File: src/rtl/alu_seq_pkg.sv
// Shared types and constants for the 4-bit ALU sequencing controller.
package alu_seq_pkg;

  typedef enum logic [2:0] {
    StIdle,
    StPark,
    StDrive,
    StCap,
    StDone
  } state_e;

  // Instruction field positions
  localparam int unsigned INSTR_W = 13;
  localparam int unsigned I_WIDE  = 12;
  localparam int unsigned S_MSB   = 11;
  localparam int unsigned S_LSB   = 8;
  localparam int unsigned I_M     = 7;
  localparam int unsigned I_CI    = 6;
  localparam int unsigned RD_MSB  = 5;
  localparam int unsigned RD_LSB  = 4;
  localparam int unsigned RA_MSB  = 3;
  localparam int unsigned RA_LSB  = 2;
  localparam int unsigned RB_MSB  = 1;
  localparam int unsigned RB_LSB  = 0;

  // Park select is the bitwise inverse of the pass select
  localparam logic ALU_PARK_INV = 1'b1;

  localparam logic [3:0] ALU_S_ADD  = 4'b1001;
  localparam logic [3:0] ALU_S_SUB  = 4'b0110;
  localparam logic [3:0] ALU_S_XOR  = 4'b0110;  // with M=1
  localparam logic [3:0] ALU_S_ZERO = 4'b0011;

  function automatic logic [3:0] park_sel(input logic [3:0] s);
    return ALU_PARK_INV ? ~s : s;
  endfunction

endpackage

File: src/rtl/alu_seq_regfile.sv
// 4x4-bit register file: one read pair, CAP write port has priority over external load.
module alu_seq_regfile #(
  parameter int unsigned NREG = 4
) (
  input  logic       i_clk,
  input  logic       i_rst_n,
  input  logic [1:0] i_ra_idx,
  input  logic [1:0] i_rb_idx,
  output logic [3:0] o_ra_data,
  output logic [3:0] o_rb_data,
  input  logic       i_cap_we,
  input  logic [1:0] i_cap_addr,
  input  logic [3:0] i_cap_data,
  input  logic       i_ext_we,
  input  logic [1:0] i_ext_addr,
  input  logic [3:0] i_ext_data
);

  logic [3:0] r_regs [NREG];

  // Register storage; CAP write wins a same-address collision
  always_ff @(posedge i_clk or negedge i_rst_n) begin
    if (!i_rst_n) begin
      for (int unsigned i = 0; i < NREG; i++) r_regs[i] <= '0;
    end else begin
      for (int unsigned i = 0; i < NREG; i++) begin
        if (i_cap_we && (i_cap_addr == 2'(i))) begin
          r_regs[i] <= i_cap_data;
        end else if (i_ext_we && (i_ext_addr == 2'(i))) begin
          r_regs[i] <= i_ext_data;
        end
      end
    end
  end

  // Asynchronous read pair
  always_comb begin
    o_ra_data = r_regs[i_ra_idx];
    o_rb_data = r_regs[i_rb_idx];
  end

endmodule

File: src/rtl/alu_seq_ctrl.sv
// Sequences one instruction at a time through an external 4-bit ALU, with 8-bit chained ops.
module alu_seq_ctrl
  import alu_seq_pkg::*;
#(
  parameter int unsigned SETTLE_CYCLES = 1,
  parameter int unsigned NREG          = 4
) (
  input  logic         clk,
  input  logic         rst_n,
  input  logic         in_valid,
  output logic         in_ready,
  input  logic [12:0]  in_instr,
  input  logic         wr_en,
  input  logic [1:0]   wr_addr,
  input  logic [3:0]   wr_data,
  output logic         res_valid,
  output logic [7:0]   res_data,
  output logic         flag_c,
  output logic         flag_z,
  output logic [3:0]   alu_a,
  output logic [3:0]   alu_b,
  output logic [3:0]   alu_s,
  output logic         alu_m,
  output logic         alu_cn,
  input  logic [3:0]   alu_f,
  input  logic         alu_co
);

  localparam int unsigned CNT_W = (SETTLE_CYCLES > 1) ? $clog2(SETTLE_CYCLES) : 1;

  state_e           r_state, w_state_next;
  logic             r_wide, r_hi, r_ra_hi, r_rb_hi;
  logic [1:0]       r_rd;
  logic [CNT_W-1:0] r_cnt;
  logic [3:0]       r_a, r_b, r_s, r_f_lo;
  logic             r_m, r_cn;
  logic [7:0]       r_res;
  logic             r_flag_c, r_flag_z;

  logic             w_accept, w_low_done, w_last_cap, w_cap_we, w_cn_first;
  logic [1:0]       w_ra_idx, w_rb_idx, w_cap_addr;
  logic [3:0]       w_ra_data, w_rb_data;
  logic [7:0]       w_final;

  assign w_accept   = in_valid && (r_state == StIdle);
  assign w_low_done = (r_state == StCap) && r_wide && !r_hi;
  assign w_last_cap = (r_state == StCap) && !w_low_done;
  assign w_cap_we   = (r_state == StCap);
  assign w_cap_addr = r_wide ? {r_rd[1], r_hi} : r_rd;
  // M=1 forces no carry-in; otherwise carry-in only when CI asks for the flag
  assign w_cn_first = in_instr[I_M] | ~(in_instr[I_CI] & r_flag_c);
  assign w_final    = r_wide ? {alu_f, r_f_lo} : {4'h0, alu_f};

  // Operand read indices: new instruction while idle, odd (high) pair otherwise
  always_comb begin
    w_ra_idx = in_instr[RA_MSB:RA_LSB];
    w_rb_idx = in_instr[RB_MSB:RB_LSB];
    if (r_state == StIdle) begin
      if (in_instr[I_WIDE]) begin
        w_ra_idx[0] = 1'b0;
        w_rb_idx[0] = 1'b0;
      end
    end else begin
      w_ra_idx = {r_ra_hi, 1'b1};
      w_rb_idx = {r_rb_hi, 1'b1};
    end
  end

  alu_seq_regfile #(
    .NREG(NREG)
  ) u_regfile (
    .i_clk     (clk),
    .i_rst_n   (rst_n),
    .i_ra_idx  (w_ra_idx),
    .i_rb_idx  (w_rb_idx),
    .o_ra_data (w_ra_data),
    .o_rb_data (w_rb_data),
    .i_cap_we  (w_cap_we),
    .i_cap_addr(w_cap_addr),
    .i_cap_data(alu_f),
    .i_ext_we  (wr_en),
    .i_ext_addr(wr_addr),
    .i_ext_data(wr_data)
  );

  // FSM state register
  always_ff @(posedge clk or negedge rst_n) begin
    if (!rst_n) r_state <= StIdle;
    else        r_state <= w_state_next;
  end

  // FSM next-state logic
  always_comb begin
    w_state_next = r_state;
    unique case (r_state)
      StIdle:  if (w_accept) w_state_next = StPark;
      StPark:  w_state_next = StDrive;
      StDrive: if (r_cnt == '0) w_state_next = StCap;
      StCap:   w_state_next = w_low_done ? StPark : StDone;
      StDone:  w_state_next = StIdle;
      default: w_state_next = StIdle;
    endcase
  end

  // FSM outputs: handshake, retire pulse, ALU select (inverted while parking)
  always_comb begin
    in_ready  = (r_state == StIdle);
    res_valid = (r_state == StDone);
    alu_s     = (r_state == StPark) ? park_sel(r_s) : r_s;
  end

  // Pass operands, mode and carry-in, latched on entry to each PARK
  always_ff @(posedge clk or negedge rst_n) begin
    if (!rst_n) begin
      r_wide  <= 1'b0;
      r_hi    <= 1'b0;
      r_rd    <= '0;
      r_ra_hi <= 1'b0;
      r_rb_hi <= 1'b0;
      r_a     <= '0;
      r_b     <= '0;
      r_s     <= '0;
      r_m     <= 1'b1;
      r_cn    <= 1'b1;
      r_f_lo  <= '0;
    end else if (w_accept) begin
      r_wide  <= in_instr[I_WIDE];
      r_hi    <= 1'b0;
      r_rd    <= in_instr[RD_MSB:RD_LSB];
      r_ra_hi <= in_instr[RA_MSB];
      r_rb_hi <= in_instr[RB_MSB];
      r_a     <= w_ra_data;
      r_b     <= w_rb_data;
      r_s     <= in_instr[S_MSB:S_LSB];
      r_m     <= in_instr[I_M];
      r_cn    <= w_cn_first;
    end else if (w_low_done) begin
      r_hi    <= 1'b1;
      r_a     <= w_ra_data;
      r_b     <= w_rb_data;
      r_f_lo  <= alu_f;
      r_cn    <= r_m | ~alu_co;  // chain low-pass carry into the high pass
    end
  end

  // Settle counter for DRIVE
  always_ff @(posedge clk or negedge rst_n) begin
    if (!rst_n) begin
      r_cnt <= '0;
    end else if (r_state == StPark) begin
      r_cnt <= CNT_W'(SETTLE_CYCLES - 1);
    end else if ((r_state == StDrive) && (r_cnt != '0)) begin
      r_cnt <= r_cnt - CNT_W'(1);
    end
  end

  // Result and flags, visible from DONE onward
  always_ff @(posedge clk or negedge rst_n) begin
    if (!rst_n) begin
      r_res    <= '0;
      r_flag_c <= 1'b0;
      r_flag_z <= 1'b0;
    end else if (w_last_cap) begin
      r_res    <= w_final;
      r_flag_z <= (w_final == 8'h00);
      if (!r_m) r_flag_c <= alu_co;
    end
  end

  assign res_data = r_res;
  assign flag_c   = r_flag_c;
  assign flag_z   = r_flag_z;
  assign alu_a    = r_a;
  assign alu_b    = r_b;
  assign alu_m    = r_m;
  assign alu_cn   = r_cn;

endmodule

File: config.mk
export PLATFORM = sky130hd
export DESIGN_NAME = alu_seq_ctrl
export DESIGN_NICKNAME = d
export VERILOG_FILES = /design/src/rtl/alu_seq_pkg.sv /design/src/rtl/alu_seq_regfile.sv /design/src/rtl/alu_seq_ctrl.sv
export SDC_FILE = /design/constraint.sdc
export NUM_CORES = 1
export LEC_CHECK = 0
export ABC_AREA = 1
export CAP_MARGIN = 20
export CORE_ASPECT_RATIO = 1.2
export CORE_MARGIN = 3
export CORE_UTILIZATION = 40
export DETAILED_ROUTE_END_ITERATION = 10
export GPL_TIMING_DRIVEN = 0
export SLEW_MARGIN = 20
export SYNTH_ARGS = -nofsm -noshare
export SYNTH_HDL_FRONTEND = slang
export SYNTH_HIERARCHICAL = 1
export SYNTH_SLANG_ARGS = --single-unit
File: constraint.sdc
create_clock -name clk -period 2 [get_ports clk]
set_input_delay 0.4 -clock clk [delete_from_list [all_inputs] [get_ports clk]]
set_output_delay 0.4 -clock clk [all_outputs]
set_load 0.02 [all_outputs]
==> Word level (Yosys, flattened, before mapping) <==
Cells that the tools add are included.
{ "op_classes": {"mux": 37, "add_sub_neg": 1, "order_cmp": 2, "n_reduce_logical": 28, "n_eq_ne": 12, "n_bitwise": 10} }
{ "op_table": {"columns": ["cell", "count"], "rows": [
  ["$mux 4", 17],
  ["$bmux 4 s2", 2],
  ["$logic_and 1x1->1", 13],
  ["$mux 1", 13],
  ["$pmux 3 s4", 1],
  ["$reduce_bool 2->1", 6],
  ["$mux 3", 3],
  ["$eq 2x2->1 const B", 4],
  ["$logic_not 8->1", 1],
  ["$mux 8", 1],
  ["$eq 3x2->1 const B", 2],
  ["$ge 3x3->1 const B", 2],
  ["$not 2->3", 2],
  ["$reduce_and 2->1", 3],
  ["$eq 2x1->1 const B", 2],
  ["$logic_not 2->1", 2],
  ["$not 1->1", 4],
  ["$not 4->4", 1],
  ["$eq 3x1->1 const B", 1],
  ["$eq 3x3->1 const B", 1],
  ["$logic_not 3->1", 1],
  ["$logic_not 1->1", 2],
  ["$ne 2x1->1 const B", 1],
  ["$ne 2x2->1 const B", 1],
  ["other kinds (3)", 4]
]} }
{ "word_totals": {"in_bits": 28, "regBits": 54, "out_inout_bits": 26} }

==> Logic depth before layout (Yosys ltp) <==
Gate-level depths: netlist (run 1).
{ "depth": {"depth_word": 8, "ltp_mapped": 11, "depth_no_buf": 10} }

==> Cells and area by module <==
The synthesis (run 1) kept the hierarchy.
{ "by_module_without_submodules": {"columns": ["mod", "area_each_um2", "n_inst", "seq_area_each_um2", "cells_per_inst"], "rows": [
  ["alu_seq_ctrl", 1820.5, 1, 953.4, 209],
  ["alu_seq_regfile", 1149.9, 1, 400.4, 171]
]} }

==> Least setup slack after synthesis (run 1) <==
OpenSTA, ideal clock, no wires.
{ "synth_timing": {"path_kind": "register to register", "startpoint": "reg r_state[0]", "endpoint": "reg r_b[0], in the netlist alu_b[0]", "stages_incl_launch_ff": 11, "arrival_time_ps": 1594, "path_slack_ps": 340, "setup_time_ps": 65, "period_less_slack_ps": 1660, "cell_sequence": "dfrtp_1 inv_1 nand3_4 inv_1 nand2_1 buf_4 o21ai_0 nand2_1 nand2_1 nand2_1 nand2_1"} }
{ "synth_between": {"elab_chain_len": 8} }
{ "synth_rtl": {"columns": ["item", "line", "source"], "rows": [
  ["start, declared", "alu_seq_ctrl.sv:31", "state_e r_state, w_state_next;"],
  ["start signal, assigned", "alu_seq_ctrl.sv:88", "if (!rst_n) r_state <= StIdle;"],
  ["start signal, assigned", "alu_seq_ctrl.sv:89", "else r_state <= w_state_next;"],
  ["$logic_not 3->1 (*)", null, null],
  ["via in_ready", "alu_seq_ctrl.sv:11", "output logic in_ready,"],
  ["$mux 1 (*)", "alu_seq_ctrl.sv:58", "if (r_state == StIdle) begin"],
  ["via w_rb_idx[0]", "alu_seq_ctrl.sv:41", "logic [1:0] w_ra_idx, w_rb_idx, w_cap_addr;"],
  ["$not 2->3 (implied by the code) (*)", "alu_seq_regfile.sv:39", "o_rb_data = r_regs[i_rb_idx];"],
  ["$bmux 4 s2 (*)", "alu_seq_regfile.sv:39", null],
  ["$mux 4 (implied by the code) (*) (2 in series)", "alu_seq_regfile.sv:39", null],
  ["via w_rb_data[0]", "alu_seq_ctrl.sv:42", "logic [3:0] w_ra_data, w_rb_data;"],
  ["$mux 4", "alu_seq_ctrl.sv:137", "end else if (w_low_done) begin"],
  ["$mux 4 (*)", "alu_seq_ctrl.sv:126", "end else if (w_accept) begin"],
  ["end signal, assigned", "alu_seq_ctrl.sv:133", "r_b <= w_rb_data;"],
  ["end signal, assigned", "alu_seq_ctrl.sv:140", "r_b <= w_rb_data;"],
  ["end, declared", "alu_seq_ctrl.sv:35", "logic [3:0] r_a, r_b, r_s, r_f_lo;"]
]} }
Mark *: on every way through the listed nets, which the timed path passes. The rest lies on a longest branch. The select of a mux whose other input is x is not followed.
A chain may end at the register's enable or synchronous reset.

==> Worst setup path after layout (run 1) <==
{ "layout_timing": {"startpoint": "reg r_state[1]", "endpoint": "out in_ready"} }
{ "layout_between": {"elab_chain_len": 1} }
{ "layout_rtl": {"columns": ["item", "line", "source"], "rows": [
  ["$logic_not 3->1", "alu_seq_ctrl.sv:107", "in_ready = (r_state == StIdle);"],
  ["end, declared", "alu_seq_ctrl.sv:11", null]
]} }
Every way passes these cells.

==> flow_summary.rst, run 1 <==
.. list-table::
   :header-rows: 1

   * - Metric
     - Value
   * - Seq pwr share
     - 33.2%
   * - Via count normalized by instance count
     - 5.01
   * - Fin crit share
     - 95.9%
   * - Antenna violations before repair
     - 0
   * - DRT iter0 DRCs
     - 103
   * - Static power due to leakage
     - 1.87 nW
   * - Starting Density
     - 42.3%
   * - First-pass GRT wire length
     - 12,400 um
   * - Hold buffer count at cts
     - 0
   * - Total vias in the final route
     - 2,669
   * - Number of hold violations in the final report
     - 0
   * - CP Capture Type
     - output port
   * - Vias in the first global route
     - 2,594
   * - Worst-case reg-to-reg path depth
     - 10
   * - Vertical die dimension
     - 100 um
   * - End of the worst register-to-register path
     - alu_a[0]
   * - Net count of the finished layout
     - 473
   * - Fraction of final layout cells sized beyond drive strength 1
     - 14.3%
   * - Maximum clock rate
     - 521 MHz
   * - Overall overflow remaining after global route
     - 0
   * - Clock skew
     - 0.0131 ns
   * - Tightest Pin Transition
     - 0.693 ns
   * - Die Area
     - 8500 sq um
   * - Global-route usage over all layers
     - 18.1%
   * - Min Clock Period, post-route
     - 1.92 ns
   * - Largest fanout of any net on the critical path
     - 7
   * - Synth-to-layout area growth
     - 25.3%
   * - Total placed cells including tap cells
     - 520
   * - Category of the critical setup timing path
     - reg2out
   * - Cell area after technology mapping
     - 2970 sq um
   * - Crit path required time
     - 1.60 ns
   * - Flip-flop and latch count after synthesis
     - 54
   * - Buffer levels on the longest clock path
     - 2
   * - Part of the power in combinational logic
     - 55.9%
   * - CP cell instances
     - inv_2 > nand3_4 > inv_1 > clkdlybuf4s15_1
   * - Insertion delay of the later-clocked pin in the worst-skew pair
     - 0.31 ns
   * - TritonRoute pass-1 iters
     - 4
   * - CTS clock-pin slew for the worst setup and hold paths
     - 0.10 ns
   * - Worst-case vdd ir drop
     - 0.697 mV
   * - Power density cells
     - 1590 nW/um^2
   * - CTS tree
     - yes
   * - Class of the tightest hold or removal check
     - in2async
   * - Internal power
     - 3.23 mW
   * - Number of enable-type register cells in the synthesized netlist
     - 0
   * - Reported max-cap violation count
     - 0
   * - Remaining routing DRC violations
     - 0
   * - Maximum cell stage delay along the critical path
     - 0.48 ns
   * - Crit start category
     - flop
   * - Clock share of power
     - 11.0%
   * - Final standard cell utilization of the core
     - 53.0%
   * - Final setup fails
     - 0
   * - Number of buffer cells added on primary ports
     - 53
   * - Final Max Slew Viols
     - 0
   * - Clock buffer count from CTS
     - 5
   * - Worst slew margin
     - 53.8%
   * - Die Width
     - 84.7 um
   * - Worst Path Buf+Inv
     - 3
   * - Switching power
     - 2.68 mW
   * - GP Congestion
     - 0.789
   * - Synthesized netlist cell count
     - 380
   * - Final wirelength
     - 7250 um
   * - Critical-path top delay cell
     - dfrtp_1
   * - Pin count of the biggest net entering global routing
     - 55
   * - Cell Rows
     - 33
   * - Worst hold slack
     - 0.129 ns
   * - Sequential share of the synthesized area
     - 45.6%
   * - Main synth FF type
     - dfrtp_1
   * - Core footprint
     - 7020 sq um
   * - I/O pin count
     - 54
   * - Clock sinks
     - 54
   * - Worst reg2reg path startpoint
     - r_state[1]
   * - Net switching fraction of the power
     - 45.4%
   * - Ant diodes
     - 0
   * - Result of the run
     - completed
   * - Family of cells with the greatest summed delay on the critical path
     - buffers and inverters
   * - Non-filler cells, final
     - 533
   * - Average wire per cell in the routed design
     - 13.6 um
   * - Synth Area per Inst
     - 7.82 sq um
   * - Nets in the synthesized netlist
     - 408
   * - Fill cell count
     - 710
   * - R2R setup slack
     - 0.16 ns
   * - Clock Tree Root
     - clkbuf_8
   * - Distinct cell type count after synthesis
     - 27
   * - Synth warnings
     - 6
   * - Crit path arrival time
     - 1.52 ns
   * - Setup repair after global routing missed its margin
     - no
   * - Power consumption
     - 5.91 mW
   * - Clock H-tree levels
     - 2
   * - Synth async-reset ratio
     - 100%
   * - Sum of net half-perimeters after detailed placement
     - 5440 um
   * - Number of nets with antenna violations after routing
     - 0
[area by class of cell]
class	count	area [sq um]	area share, %
buffer	13	129	3.46
inverter	43	164	4.40
clock buffer	6	82.6	2.22
multi-input combinational	270	1330	35.6
timing repair buffer	58	544	14.6
tap	87	109	2.92
sequential	54	1360	36.4
clock inverter	2	12.5	0.336
[cells in the final DEF (no fill, tap or decap), drive strengths merged, types with 2 or more instances in the layout]
master / instances
buf: 22
clkbuf: 7
clkdlybuf4s50: 46
dfrtp: 52
dfstp: 2
inv: 43
nand2: 129
nand3: 68
nand4: 12
nor2: 13
nor3: 4
o21ai: 37
xor2: 4
[sequential cells by signal, indices dropped and copies added, names as in the netlist]
signal / cells
alu_a: 4
alu_b: 4
alu_cn: 1
alu_m: 1
flag_c: 1
flag_z: 1
r_cnt: 1
r_f_lo: 4
r_hi: 1
r_ra_hi: 1
r_rb_hi: 1
r_rd: 2
r_s: 4
r_state: 3
r_wide: 1
res_data: 8
u_regfile/r_regs: 16
[kinds of logic after synthesis]
family	synth area share [%]
flip-flops	45.6
buffers and inverters	9.86
AO/OA/AOI/OAI	7.62
XOR/XNOR	1.18
AND/OR/NAND/NOR	35.8
[timing repair]
item	in CTS	in global routing
resized for setup	14	6
pin swaps	1	0
buffers inserted	4	1
setup endpoints to repair	6	5
[how the worst max path moves through the flow]
stage,startpoint,to,slack (ns),cells past startpoint
global route,r_state[1],alu_a[3],0.003,10
floorplan,r_state[0],alu_b[0],0.34,10
global placement,rst_n,res_data[0],-1.28,1
finish,r_state[1],in_ready,0.08,4
CTS,r_state[2],alu_s[1],0.001,4
detailed placement,r_state[0],alu_s[3],-0.02,4
[cell usage after synthesis, types with 2 or more instances]
master,instances,area [sq um]
o21ai_1,2,10.0
nor2_4,2,22.5
inv_2,3,11.3
xor2_1,4,35.0
buf_6,9,101
nor3_1,3,15.0
nor2_2,2,12.5
inv_1,39,146
nand3_1,63,315
nand4_1,12,75.1
nand3_2,4,40.0
buf_4,3,22.5
o21ai_2,9,78.8
dfrtp_1,52,1300
nand2_2,4,25.0
nand2_1,124,465
nor2_1,9,33.8
o21ai_0,26,130
dfstp_2,2,52.6
[power by group through the flow]
stage | Sequential (mW) | Combinational (mW) | Clock (mW)
global placement | 1.98 | 3.27 | 0
global route | 2.04 | 3.69 | 0.711
finish | 1.96 | 3.31 | 0.648
detailed placement | 2.00 | 3.32 | 0
floorplan | 2.12 | 2.05 | 0
CTS | 1.97 | 3.36 | 0.668
[metal layers]
| layer | part of all wire (%) | track usage, % |
|---|---|---|
| met2 | 50 | 31.1 |
| met4 | 0.99 | 5.72 |
| met5 | 0 | 0 |
| met3 | 4.0 | 3.04 |
| met1 | 45 | 23.1 |
[per-stage QoR]
step	TNS, ns	setup WS, ns	area [sq um]
final	0	0.0814	3720
after global routing	0	0.00264	3720
after CTS	0	0.00123	3730
after detailed placement	-0.0631	-0.0189	3610
after global placement	-67.38	-1.28	3610
after floorplan	0	0.340	2970
Note: power is estimated with default switching activity, not from simulation.
==> inputs of run 2 (changes only) <==
--- a/config.mk
+++ b/config.mk
@@ -17,3 +17,4 @@
 export SYNTH_HDL_FRONTEND = slang
 export SYNTH_HIERARCHICAL = 1
 export SYNTH_SLANG_ARGS = --single-unit
+export TNS_END_PERCENT = 5
==> constraint.sdc (replaced) <==
create_clock -name clk -period 2.2 [get_ports clk]
set_input_delay 0.44 -clock clk [delete_from_list [all_inputs] [get_ports clk]]
set_output_delay 0.44 -clock clk [all_outputs]
set_load 0.02 [all_outputs]
==> run 2 against run 1 <==
Effect of this change: clock-buffer cell count is the same; design area shrank 0.77%; largest cell class unchanged; combinational power shrank 11%; global-route usage shrank 0.12 points; flip-flop and latch count is the same; critical path depth is the same; sequential power shrank 8%; critical path type unchanged.
==> flow_summary.rst, run 2 (same netlist as run 1, synthesis figures left out) <==
.. list-table::
   :header-rows: 1

   * - Metric
     - Value
   * - Final setup fails
     - 0
   * - Core footprint
     - 7020 sq um
   * - Power density cells
     - 1440 nW/um^2
   * - CTS clock-pin slew for the worst setup and hold paths
     - 0.10 ns
   * - Total vias in the final route
     - 2,628
   * - Leading cell types in the layout, fill and taps excluded
     - nand2_1, nand3_1, dfrtp_1, clkdlybuf4s50_1, inv_1
   * - Category of the critical setup timing path
     - reg2out
   * - Vertical die dimension
     - 100 um
   * - GP Congestion
     - 0.789
   * - Worst reg2reg path startpoint
     - r_state[0]
   * - Starting Density
     - 42.3%
   * - Net count of the finished layout
     - 469
   * - Crit path required time
     - 1.76 ns
   * - Fraction of final layout cells sized beyond drive strength 1
     - 13.6%
   * - TritonRoute pass-1 iters
     - 4
   * - R2R setup slack
     - 0.35 ns
   * - Buffer levels on the longest clock path
     - 2
   * - Ant diodes
     - 0
   * - First-pass GRT wire length
     - 12,400 um
   * - Worst-case reg-to-reg path depth
     - 10
   * - Class of the tightest hold or removal check
     - in2async
   * - Global-route usage over all layers
     - 17.9%
   * - Tightest Pin Transition
     - 0.690 ns
   * - Power consumption
     - 5.31 mW
   * - Result of the run
     - completed
   * - Sum of net half-perimeters after detailed placement
     - 5440 um
   * - Overall overflow remaining after global route
     - 0
   * - DRT iter0 DRCs
     - 127
   * - Antenna violations before repair
     - 0
   * - CP Capture Type
     - output port
   * - End of the worst register-to-register path
     - alu_b[0]
   * - Remaining routing DRC violations
     - 0
   * - Largest fanout of any net on the critical path
     - 7
   * - Number of nets with antenna violations after routing
     - 0
   * - Final wirelength
     - 7170 um
   * - Setup repair after global routing missed its margin
     - no
   * - Static power due to leakage
     - 1.86 nW
   * - Leading cell type in the layout, fill and taps excluded
     - nand2_1
   * - Worst slew margin
     - 54.0%
   * - Worst hold slack
     - 0.169 ns
   * - Reported max-cap violation count
     - 0
   * - Worst-case vdd ir drop
     - 0.657 mV
   * - Clock Tree Root
     - clkbuf_8
   * - Insertion delay of the later-clocked pin in the worst-skew pair
     - 0.31 ns
   * - Maximum clock rate
     - 497 MHz
   * - Clock skew
     - 0.0107 ns
   * - Final Max Slew Viols
     - 0
   * - Number of buffer cells added on primary ports
     - 53
   * - Crit start category
     - flop
   * - Number of hold violations in the final report
     - 0
   * - Clock sinks
     - 54
   * - Min Clock Period, post-route
     - 2.01 ns
   * - Die Width
     - 84.7 um
   * - Die Area
     - 8500 sq um
   * - Vias in the first global route
     - 2,574
   * - Synth-to-layout area growth
     - 24.3%
   * - Pin count of the biggest net entering global routing
     - 55
   * - I/O pin count
     - 54
   * - Clock buffer count from CTS
     - 5
   * - Average wire per cell in the routed design
     - 13.6 um
   * - Clock H-tree levels
     - 2
   * - CTS tree
     - yes
   * - Largest reg by FF count
     - u_regfile/r_regs
   * - Via count normalized by instance count
     - 4.97
   * - Fin crit share
     - 91.4%
   * - Cell Rows
     - 33
   * - Largest register FFs
     - 16
   * - Crit path arrival time
     - 1.57 ns
[run 2: worst max path at each step]
stage	start	end	slack [ns]	depth (start not counted)
finish	r_state[0]	in_ready	0.19	4
global route	r_state[0]	alu_s[2]	0.1	4
CTS	r_state[2]	res_valid	0.03	3
detailed placement	r_state[0]	alu_s[3]	0.14	4
global placement	rst_n	res_data[0]	-1.12	1
floorplan	r_state[0]	alu_b[0]	0.54	10
[run 2: per-stage QoR]
| stage | instances | setup TNS (ns) | cell area [sq um] | util [%] | setup slack [ns] |
|---|---|---|---|---|---|
| 3_5_place_dp | 520 | 0 | 3610 | 51.4 | 0.141 |
| 5_1_grt | 529 | 0 | 3690 | 52.6 | 0.0958 |
| 4_1_cts | 528 | 0 | 3700 | 52.7 | 0.0335 |
| 6_report | 529 | 0 | 3690 | 52.6 | 0.190 |
| 3_3_place_gp | 520 | -58.73 | 3610 | 51.4 | -1.12 |
| 2_1_floorplan | 380 | 0 | 2970 | - | 0.540 |
[run 2: per-layer routing]
layer	GRT usage, %	part of all wire (%)	vias up
met3	3.04	4.0	6
met4	5.72	1.0	0
met2	30.8	50	50
li1	-	-	1356
met1	23.0	45	1216
met5	0	0	-
[run 2: final cells by class]
cell class | count | area, sq um
fillers | 709 | 3330
flip-flops and latches | 54 | 1360
multi-input cells | 270 | 1320
repair buffers | 54 | 517
inverters | 43 | 164
plain buffers | 13 | 129
well taps | 87 | 109
clock buffers | 6 | 82.6
clock inverters | 2 | 12.5
[run 2: timing repair]
item	CTS	global route
setup endpoints to repair	5	5
pin swaps	0	1
buffers inserted	0	1
hold buffers	0	0
gates cloned	0	0
resized for setup	5	11
endpoints found under the hold margin	0	0
[run 2: worst max-delay path, cell delays in order (launching register included)]
cell and delay, ns:
dfrtp_2 0.45, inv_1 0.16, nand3_4 0.14, inv_1 0.15, dlygate4sd2_1 0.35
[run 2: power by group]
part | internal, mW | switching, mW
clock network | 0.254 | 0.335
registers | 1.47 | 0.330
logic | 1.17 | 1.75
==> inputs of run 3 (changes only) <==
--- a/config.mk
+++ b/config.mk
@@ -7,7 +7,6 @@
 export LEC_CHECK = 0
 export ABC_AREA = 1
 export CAP_MARGIN = 20
-export CORE_ASPECT_RATIO = 1.2
 export CORE_MARGIN = 3
 export CORE_UTILIZATION = 40
 export DETAILED_ROUTE_END_ITERATION = 10
==> run 3 against run 2 <==
Effect of this change: global-route usage is 0.72 points lower; combinational power hardly changed; register-to-register slack hardly changed; first-iteration DRC count is 18% lower; largest cell class unchanged; maximum frequency is 4.5% lower; final cell count is 1.5% higher; power is 1.8% higher; die area hardly changed; clock power is 17% higher; highest routed layer unchanged; sequential power hardly changed; clock-buffer cell count is 1 lower; setup slack worse by 0.094 ns.
==> flow_summary.rst, run 3 (same netlist as run 1, synthesis figures left out) <==
.. list-table::
   :header-rows: 1

   * - Metric
     - Value
   * - Result of the run
     - completed
   * - Buffer levels on the longest clock path
     - 2
   * - Crit path launch
     - r_state[0]
   * - Ant diodes
     - 0
   * - Reported max-cap violation count
     - 0
   * - CTS clock-pin slew for the worst setup and hold paths
     - 0.10 ns
   * - R2R setup slack
     - 0.35 ns
   * - Tightest Pin Transition
     - 0.692 ns
   * - Clock Tree Root
     - clkbuf_8
   * - DRT iter0 DRCs
     - 104
   * - Number of nets with antenna violations after routing
     - 0
   * - Global-route usage over all layers
     - 17.2%
   * - Crit path required time
     - 1.76 ns
   * - Leading cell type in the layout, fill and taps excluded
     - nand2_1
   * - Total vias in the final route
     - 2,637
   * - Clock buffer count from CTS
     - 5
   * - Clock sinks
     - 54
   * - Class of the tightest hold or removal check
     - in2async
   * - Final setup fails
     - 0
   * - CP Capture Type
     - output port
   * - Maximum cell stage delay along the critical path
     - 0.44 ns
   * - Worst reg2reg path startpoint
     - r_state[0]
   * - Antenna violations before repair
     - 0
   * - Worst hold slack
     - 0.165 ns
   * - Worst Setup Slack, final
     - 0.0955 ns
   * - Pre-CTS setup slack
     - 0.156 ns
   * - Core footprint
     - 6980 sq um
   * - Average wire per cell in the routed design
     - 13.0 um
   * - Overall overflow remaining after global route
     - 0
   * - Cell Rows
     - 30
   * - Synth-to-layout area growth
     - 25.5%
   * - Die Area
     - 8500 sq um
   * - Net count of the finished layout
     - 468
   * - First-pass GRT wire length
     - 11,900 um
   * - Remaining routing DRC violations
     - 0
   * - Min Clock Period, post-route
     - 2.10 ns
   * - Final Max Slew Viols
     - 0
   * - Number of buffer cells added on primary ports
     - 53
   * - Category of the critical setup timing path
     - reg2out
   * - Vias in the first global route
     - 2,521
   * - Crit path arrival time
     - 1.66 ns
   * - Final wirelength
     - 6990 um
   * - Via count normalized by instance count
     - 4.91
   * - CTS tree
     - yes
   * - Crit start category
     - flop
   * - Critical-path top delay cell
     - dfrtp_1
   * - Pin count of the biggest net entering global routing
     - 55
   * - I/O pin count
     - 54
   * - Maximum clock rate
     - 475 MHz
   * - Setup repair after global routing missed its margin
     - yes
   * - Sum of net half-perimeters after detailed placement
     - 5290 um
   * - Worst-case vdd ir drop
     - 0.493 mV
   * - Leading cell types in the layout, fill and taps excluded
     - nand2_1, nand3_1, dfrtp_1, clkdlybuf4s50_1, inv_1
   * - End of the worst register-to-register path
     - alu_b[1]
   * - Largest fanout of any net on the critical path
     - 5
   * - Clock skew
     - 0.0140 ns
   * - Vertical die dimension
     - 92.2 um
   * - Largest register FFs
     - 16
   * - Clock H-tree levels
     - 2
   * - Fraction of final layout cells sized beyond drive strength 1
     - 12.5%
   * - Fin crit share
     - 95.7%
   * - GP Congestion
     - 0.892
   * - Largest reg by FF count
     - u_regfile/r_regs
   * - Die Width
     - 92.2 um
   * - Static power due to leakage
     - 1.85 nW
   * - Starting Density
     - 42.5%
   * - Worst slew margin
     - 53.9%
   * - Number of hold violations in the final report
     - 0
   * - Insertion delay of the later-clocked pin in the worst-skew pair
     - 0.31 ns
   * - Hold buffer count at cts
     - 0
   * - Power density cells
     - 1450 nW/um^2
   * - CP cell instances
     - inv_1 > nor3_4 > xor2_1 > dlygate4sd2_1
   * - TritonRoute pass-1 iters
     - 4
   * - Worst-case reg-to-reg path depth
     - 10
[run 3: cell count changes in the layout (fill, tap and decap cells not counted), sizes merged]
cell           delta
dlymetal6s2s      -1
buf               -1
clkbuf            -4
inv               +1
dlygate4sd2       +1
clkdlybuf4s15     +2
clkdlybuf4s50     +1
bufinv            +1
clkinvlp          -1
[run 3: critical path, delay by kind of cell, from the launching register on]
kind / cells / cell delay, ns
XOR/XNOR: 1 / 0.17
buffers and inverters: 2 / 0.49
flip-flops: 1 / 0.44
AND/OR/NAND/NOR: 1 / 0.26
[run 3: per-stage QoR]
stage	setup TNS, ns	instances	area, sq um	power (mW)	utilization (%)
after floorplan	0	380	2970	3.79	-
after global placement	-53.99	529	3620	4.79	51.9
after detailed placement	0	529	3620	4.82	51.8
after CTS	0	537	3730	5.46	53.4
after global routing	-0.0267	537	3730	5.88	53.4
final	0	537	3730	5.41	53.4
[run 3: layout make-up]
type	instances	area (sq um)
tap	96	120
inverter	43	164
clock buffer	5	68.8
fill	711	3250
timing repair buffer	53	520
multi-input combinational	270	1320
buffer	13	129
clock inverter	3	47.5
sequential	54	1360
[run 3: layer usage]
layer / vias to the layer above / global-route usage, % / part of all wire (%) / wire length (um)
met5: - / 0 / 0 / 0
met4: 0 / 4.21 / 0.69 / 48
met3: 4 / 2.79 / 4.7 / 332
met2: 61 / 27.2 / 45 / 3160
met1: 1225 / 24.7 / 49 / 3450
li1: 1347 / - / - / -
[run 3: report_power, final]
part	leakage, nW	internal [mW]	switching (mW)	total [mW]
Sequential	0.673	1.46	0.324	1.79
Combinational	1.12	1.18	1.75	2.93
Clock	0.0587	0.346	0.342	0.687
[run 3: timing repair]
item	4_1_cts	5_1_grt
gates resized for setup	5	5
endpoints found under the setup margin	5	5
buffers inserted	0	0
[run 3: how the worst max path moves through the flow]
stage | end | slack [ns] | depth (start not counted)
floorplan | alu_b[0] | 0.54 | 10
global route | alu_s[3] | -0.03 | 4
finish | alu_s[3] | 0.1 | 4
global placement | u_regfile/r_regs[13] | -1.03 | 1
detailed placement | alu_s[0] | 0.16 | 4
CTS | res_valid | 0.02 | 3
